--- src/rtl/ex_mem_pkg.sv ---
// Shared types for the EX/MEM pipeline boundary: state encoding,
// default widths, default load/store opcodes and the entry layout.
package ex_mem_pkg;

    localparam int XLEN_DEF   = 32;
    localparam int REG_AW_DEF = 5;
    localparam int OP_W_DEF   = 4;
    localparam int WB_W_DEF   = 2;

    localparam logic [OP_W_DEF-1:0] OP_LOAD_DEF  = 4'b0101;
    localparam logic [OP_W_DEF-1:0] OP_STORE_DEF = 4'b0110;

    // Encoding is {main_valid, skid_valid}; 2'b01 is unreachable.
    typedef enum logic [1:0] {
        EMPTY = 2'b00,
        FULL  = 2'b10,
        SKID  = 2'b11
    } state_t;

    typedef struct packed {
        logic [WB_W_DEF-1:0]   wb;
        logic                  mem_rd;
        logic                  mem_wr;
        logic [OP_W_DEF-1:0]   op;
        logic [XLEN_DEF-1:0]   alu;
        logic [XLEN_DEF-1:0]   sdata;
        logic [REG_AW_DEF-1:0] rd;
    } entry_t;

    localparam int ENTRY_W_DEF = $bits(entry_t);

endpackage

--- src/rtl/ex_mem_slot.sv ---
// One EX/MEM entry register: async clear, loads only when enabled.
module ex_mem_slot #(
    parameter int W = 1
) (
    input  logic         clk_i,
    input  logic         rst_i,
    input  logic         ld_i,
    input  logic [W-1:0] d_i,
    output logic [W-1:0] q_o
);

    always_ff @(posedge clk_i or posedge rst_i) begin
        if (rst_i) begin
            q_o <= '0;
        end else if (ld_i) begin
            q_o <= d_i;
        end
    end

endmodule

--- src/rtl/ex_mem_pipe.sv ---
// EX/MEM boundary with valid/ready handshake and a 2-entry skid buffer.
// Define EX_MEM_PIPE_PERF_EN to add stall/bubble/flush counters.
module ex_mem_pipe
    import ex_mem_pkg::*;
#(
    parameter int              XLEN     = XLEN_DEF,
    parameter int              REG_AW   = REG_AW_DEF,
    parameter int              OP_W     = OP_W_DEF,
    parameter int              WB_W     = WB_W_DEF,
    parameter logic [OP_W-1:0] OP_LOAD  = OP_LOAD_DEF,
    parameter logic [OP_W-1:0] OP_STORE = OP_STORE_DEF
) (
    input  logic              clk_i,
    input  logic              rst_i,
    input  logic              flush_i,
    input  logic              in_valid_i,
    output logic              in_ready_o,
    input  logic [WB_W-1:0]   wb_i,
    input  logic [2:0]        m_i,
    input  logic [OP_W-1:0]   op_i,
    input  logic [XLEN-1:0]   alu_i,
    input  logic [XLEN-1:0]   store_data_i,
    input  logic [REG_AW-1:0] rd_i,
    output logic              out_valid_o,
    input  logic              out_ready_i,
    output logic [WB_W-1:0]   wb_o,
    output logic              mem_read_o,
    output logic              mem_write_o,
    output logic [OP_W-1:0]   op_o,
    output logic [XLEN-1:0]   addr_o,
    output logic [XLEN-1:0]   store_data_o,
    output logic [REG_AW-1:0] fwd_rd_o,
`ifdef EX_MEM_PIPE_PERF_EN
    output logic              fwd_valid_o,
    output logic [31:0]       stall_cnt_o,
    output logic [31:0]       bubble_cnt_o,
    output logic [15:0]       flush_cnt_o
`else
    output logic              fwd_valid_o
`endif
);

    typedef struct packed {
        logic [WB_W-1:0]   wb;
        logic              mem_rd;
        logic              mem_wr;
        logic [OP_W-1:0]   op;
        logic [XLEN-1:0]   alu;
        logic [XLEN-1:0]   sdata;
        logic [REG_AW-1:0] rd;
    } slot_t;

    localparam int SW = $bits(slot_t);

    state_t state_q;
    state_t state_d;
    logic   accept;
    logic   pop;
    logic   main_ld;
    logic   skid_ld;
    logic   main_from_skid;
    logic   dec_rd;
    logic   dec_wr;
    logic   m_unused;
    slot_t  in_ent;
    slot_t  main_d;
    slot_t  main_q;
    slot_t  skid_q;

    assign m_unused = m_i[0];

    assign in_ready_o  = ~state_q[0];
    assign out_valid_o = state_q[1];
    assign accept      = in_valid_i & in_ready_o;
    assign pop         = out_valid_o & out_ready_i;

    // Memory intent is fixed when the entry is captured.
    always_comb begin
        dec_rd = m_i[2];
        dec_wr = m_i[1];
        unique case (1'b1)
            (op_i == OP_LOAD): begin
                dec_rd = 1'b1;
                dec_wr = 1'b0;
            end
            (op_i == OP_STORE): begin
                dec_rd = 1'b0;
                dec_wr = 1'b1;
            end
            default: ;
        endcase
    end

    always_comb begin
        in_ent.wb     = wb_i;
        in_ent.mem_rd = dec_rd;
        in_ent.mem_wr = dec_wr;
        in_ent.op     = op_i;
        in_ent.alu    = alu_i;
        in_ent.sdata  = store_data_i;
        in_ent.rd     = rd_i;
    end

    always_ff @(posedge clk_i or posedge rst_i) begin
        if (rst_i) begin
            state_q <= EMPTY;
        end else begin
            state_q <= state_d;
        end
    end

    always_comb begin
        state_d = state_q;
        if (flush_i) begin
            state_d = EMPTY;
        end else begin
            unique case (state_q)
                EMPTY: if (accept) state_d = FULL;
                FULL: begin
                    if (accept && !pop) state_d = SKID;
                    else if (!accept && pop) state_d = EMPTY;
                end
                SKID: if (pop) state_d = FULL;
                default: state_d = EMPTY;
            endcase
        end
    end

    // Flush drops both the incoming entry and any skid refill.
    always_comb begin
        main_ld        = 1'b0;
        skid_ld        = 1'b0;
        main_from_skid = 1'b0;
        if (!flush_i) begin
            unique case (state_q)
                EMPTY: main_ld = accept;
                FULL: begin
                    main_ld = accept & pop;
                    skid_ld = accept & ~pop;
                end
                SKID: begin
                    main_ld        = pop;
                    main_from_skid = 1'b1;
                end
                default: ;
            endcase
        end
    end

    assign main_d = main_from_skid ? skid_q : in_ent;

    ex_mem_slot #(.W(SW)) u_main (
        .clk_i (clk_i),
        .rst_i (rst_i),
        .ld_i  (main_ld),
        .d_i   (main_d),
        .q_o   (main_q)
    );

    ex_mem_slot #(.W(SW)) u_skid (
        .clk_i (clk_i),
        .rst_i (rst_i),
        .ld_i  (skid_ld),
        .d_i   (in_ent),
        .q_o   (skid_q)
    );

    assign wb_o         = main_q.wb;
    assign op_o         = main_q.op;
    assign addr_o       = main_q.alu;
    assign store_data_o = main_q.sdata;
    assign fwd_rd_o     = main_q.rd;
    assign mem_read_o   = main_q.mem_rd & out_valid_o;
    assign mem_write_o  = main_q.mem_wr & out_valid_o;
    assign fwd_valid_o  = out_valid_o & main_q.wb[0] & (main_q.rd != '0);

`ifdef EX_MEM_PIPE_PERF_EN
    always_ff @(posedge clk_i or posedge rst_i) begin
        if (rst_i) begin
            stall_cnt_o  <= '0;
            bubble_cnt_o <= '0;
            flush_cnt_o  <= '0;
        end else begin
            if (in_valid_i && !in_ready_o && stall_cnt_o != '1)
                stall_cnt_o <= stall_cnt_o + 32'd1;
            if (!out_valid_o && bubble_cnt_o != '1)
                bubble_cnt_o <= bubble_cnt_o + 32'd1;
            if (flush_i && flush_cnt_o != '1)
                flush_cnt_o <= flush_cnt_o + 16'd1;
        end
    end
`endif

endmodule

--- config.mk ---
export PLATFORM = sky130hd
export DESIGN_NAME = ex_mem_pipe
export DESIGN_NICKNAME = d
export VERILOG_FILES = /design/src/rtl/ex_mem_pkg.sv /design/src/rtl/ex_mem_slot.sv /design/src/rtl/ex_mem_pipe.sv
export SDC_FILE = /design/constraint.sdc
export NUM_CORES = 1
export LEC_CHECK = 0
export BUFFER_PORTS_ARGS = -buffer_cell sky130_fd_sc_hd__buf_2
export CORE_UTILIZATION = 51
export CTS_BUF_LIST = sky130_fd_sc_hd__clkbuf_4
export DETAILED_ROUTE_END_ITERATION = 8
export HOLD_SLACK_MARGIN = 0.12
export PLACE_DENSITY = 0.83
export SYNTH_ARGS = -nofsm -noshare
export SYNTH_HDL_FRONTEND = slang
export SYNTH_SLANG_ARGS = --single-unit
--- constraint.sdc ---
create_clock -name clk_i -period 5.17 [get_ports clk_i]
set_input_delay 0.7755 -clock clk_i [delete_from_list [all_inputs] [get_ports clk_i]]
set_output_delay 0.7755 -clock clk_i [all_outputs]
set_load 0.02 [all_outputs]
==> impl_metrics.tcl <==
set metrics [dict create \
    status "complete, no violations" \
    die_w_um 124 \
    synth_xor_area_frac 0.00115 \
    placementRows 44 \
    leakage_nw 3.94 \
    post-route-min-period_ns 2.97 \
    hold_class "input pin to asynchronous set/reset pin" \
    slew_headroom 0.261 \
    synth_nets 618 \
    drc 0 \
    ctsResizeCount 0 \
    ys_warn_count 0 \
    viasPerCell 5.25 \
    synth_seq_cells 156 \
    synthAdderAreaFrac 0.00657 \
    wl_per_cell_um 17.3 \
    yosys.cell_count.top_type "mux2_2" \
    crit_buf_inv 1 \
    fillCellCount 1226 \
    coreArea_um2 14500 \
    layout-drive-gt1-share 0.679 \
    crit_path_top_delay_cell "a211o_4" \
    pin_count 163 \
    syn_inst 531 \
    start_kind "flip-flop" \
    crit_path_max_incr_delay_ns 0.71 \
    avgSynthCellArea_um2 14.3 \
    synth_top_area_frac 0.512 \
    drtAntennaViolNets 0 \
    fin_crit_sh 0.574 \
    rrSetupSlack_ns 2.20 \
    hold_buffers 0 \
    post_cts_buffers 0 \
    synth_edf_count 0 \
    worst_setup_path_end_kind "flip-flop" \
    synthTopCellsByArea "dfrtp_1 (51%), mux2_2 (29%), buf_4 (7.5%)" \
    critPathTopFamily "compound AO/OA/AOI/OAI gates" \
    hold_violations 0 \
    place_congestion 0.709 \
    wl_um 13900 \
    reg2reg_from "state_q[1]$_DFFE_PP0P_" \
    clock_sinks 156 \
    synth_cell_types 33 \
    yosys.area_share.simple 0.0158 \
    first_iter_violations 121 \
    setup_slack_ns 2.20 \
    yosysSeqAreaShare 0.512 \
    dpl_worst_slack_ns 2.09 \
    clk_pin_slew_ns 0.12 \
    htreeDepth 4 \
    grt_pass1_wl_um 23600 \
    grt_overflow 0 \
    synth_commonest_cells "mux2_2 (198), dfrtp_1 (156), buf_4 (76), mux2_4 (30), buf_2 (20)" \
    slew_viol_final 0 \
    crit_fanout 54 \
    yosysTopAreaCell "dfrtp_1" \
    grt_max_degree 115 \
    ctsRootBufferMaster "clkbuf_4" \
    initial_utilization 0.524 \
    fin_nets 700 \
    gr-usage-all-layers 0.191 \
    fin_skew_ns 0.0153 \
    tritoncts "built" \
    n_antenna_cell 0 \
    worstPathCellList "ha_1, a32oi_1, a211o_4, buf_4, mux2_2" \
    drv_cap 0 \
    io_buffers 161 \
    critPathKind "flip-flop to flip-flop" \
    required_ns 5.59 \
    dp_hpwl_um 9280 \
    p_per_area_nw_per_um2 559 \
    fmax_ghz 0.337 \
    cts_inserted_buffers 17 \
    vdd_drop_max_uv 298 \
    yosys-mux-area-fraction 0.353 \
    synthFlopType "dfrtp_1" \
    async_reset_ff_frac 1.00 \
    cp.arrival_ns 3.38 \
    clock_latency_ns 0.54 \
    vias 4237 \
    synth-compound-area-share 0.0133 \
    max_slew.worst_pin.slew_ns 1.11 \
    rsz0062_at_grt "no" \
    grt_pass1_vias 4774 \
    die_area_um2 15400 \
    antenna_found_initial 0 \
    cts_buffer_depth 2 \
    synth_top_family_by_area "multiplexers" \
    critPathLaunch "state_q[1]$_DFFE_PP0P_" \
    dr.pass1.iters 4 \
    synthesis.area_um2 7620 \
    syn_to_final_growth_pct 8.00 \
    setup_violations 0 \
    setup-tns-final_ns 0 \
    die_h_um 124 \
]
-- power breakdown --
group,switching [mW],leakage [nW],internal (mW)
sequential,0.322,1.86,1.83
combinational,0.868,1.94,0.891
clock,0.403,0.136,0.283
-- flip-flops by register name (all words and copies together), names as in the netlist --
register    flops
state_q         2
u_main.q_o     77
u_skid.q_o     77
-- layout make-up --
| type | count | area, um^2 | share of cell area |
|---|---|---|---|
| timing repair buffer | 165 | 836 | 0.102 |
| multi-input combinational | 267 | 2990 | 0.363 |
| tap | 184 | 230 | 0.0280 |
| clock buffer | 19 | 143 | 0.0173 |
| clock inverter | 10 | 103 | 0.0125 |
| inverter | 6 | 27.5 | 0.00334 |
| sequential | 156 | 3900 | 0.474 |
-- metal layers --
metal / GRT usage / part of all wire
met1: 0.230 / 0.43
met2: 0.311 / 0.48
met3: 0.0716 / 0.070
met4: 0.0687 / 0.015
met5: 0 / 0
-- cells in the final DEF, fill, tap and decap left out, types with 2 or more instances in the layout --
cell	n
nand2_1	3
inv_1	5
bufinv_16	2
and2_1	2
clkinv_1	3
clkbuf_4	19
a221oi_1	2
dfrtp_1	156
mux2_2	198
buf_2	161
buf_4	4
nor2b_1	4
clkinv_2	3
ha_1	4
nor2_1	3
mux2_4	30
-- path summary, 6_finish.rpt --
path / endpoint / depth (start not counted)
hold reg to reg: u_skid.q_o[73]$_DFFE_PP0P_ / 1
min in group clk_i: u_skid.q_o[19]$_DFFE_PP0P_ / 2
setup / recovery: u_main.q_o[69]$_DFFE_PP0P_ / 5
setup reg to reg: u_main.q_o[69]$_DFFE_PP0P_ / 5
hold / removal: u_main.q_o[37]$_DFFE_PP0P_ / 2
max in group asynchronous: u_skid.q_o[69]$_DFFE_PP0P_ / 3
-- per-stage QoR --
step	area, um^2	hold WS, ns	util	std cells	total power [mW]
after floorplan	7620	0.449	-	531	3.81
after global placement	7980	0.465	0.549	778	3.84
after detailed placement	7980	0.466	0.549	778	3.96
after CTS	8230	0.424	0.566	807	4.66
after global routing	8230	0.414	0.566	807	4.87
final	8230	0.476	0.566	807	4.60
-- kinds of logic (layout without fill, tap and decap cells) --
kind of cell    after synthesis  after routing
mux                         229            229
simple gates                 21             21
flops                       156            156
fa+ha+maj                     4              4
buf+inv                     108            200
xor+xnor                      1              1
compound gates               12             12
(Power assumes the default switching activity.)
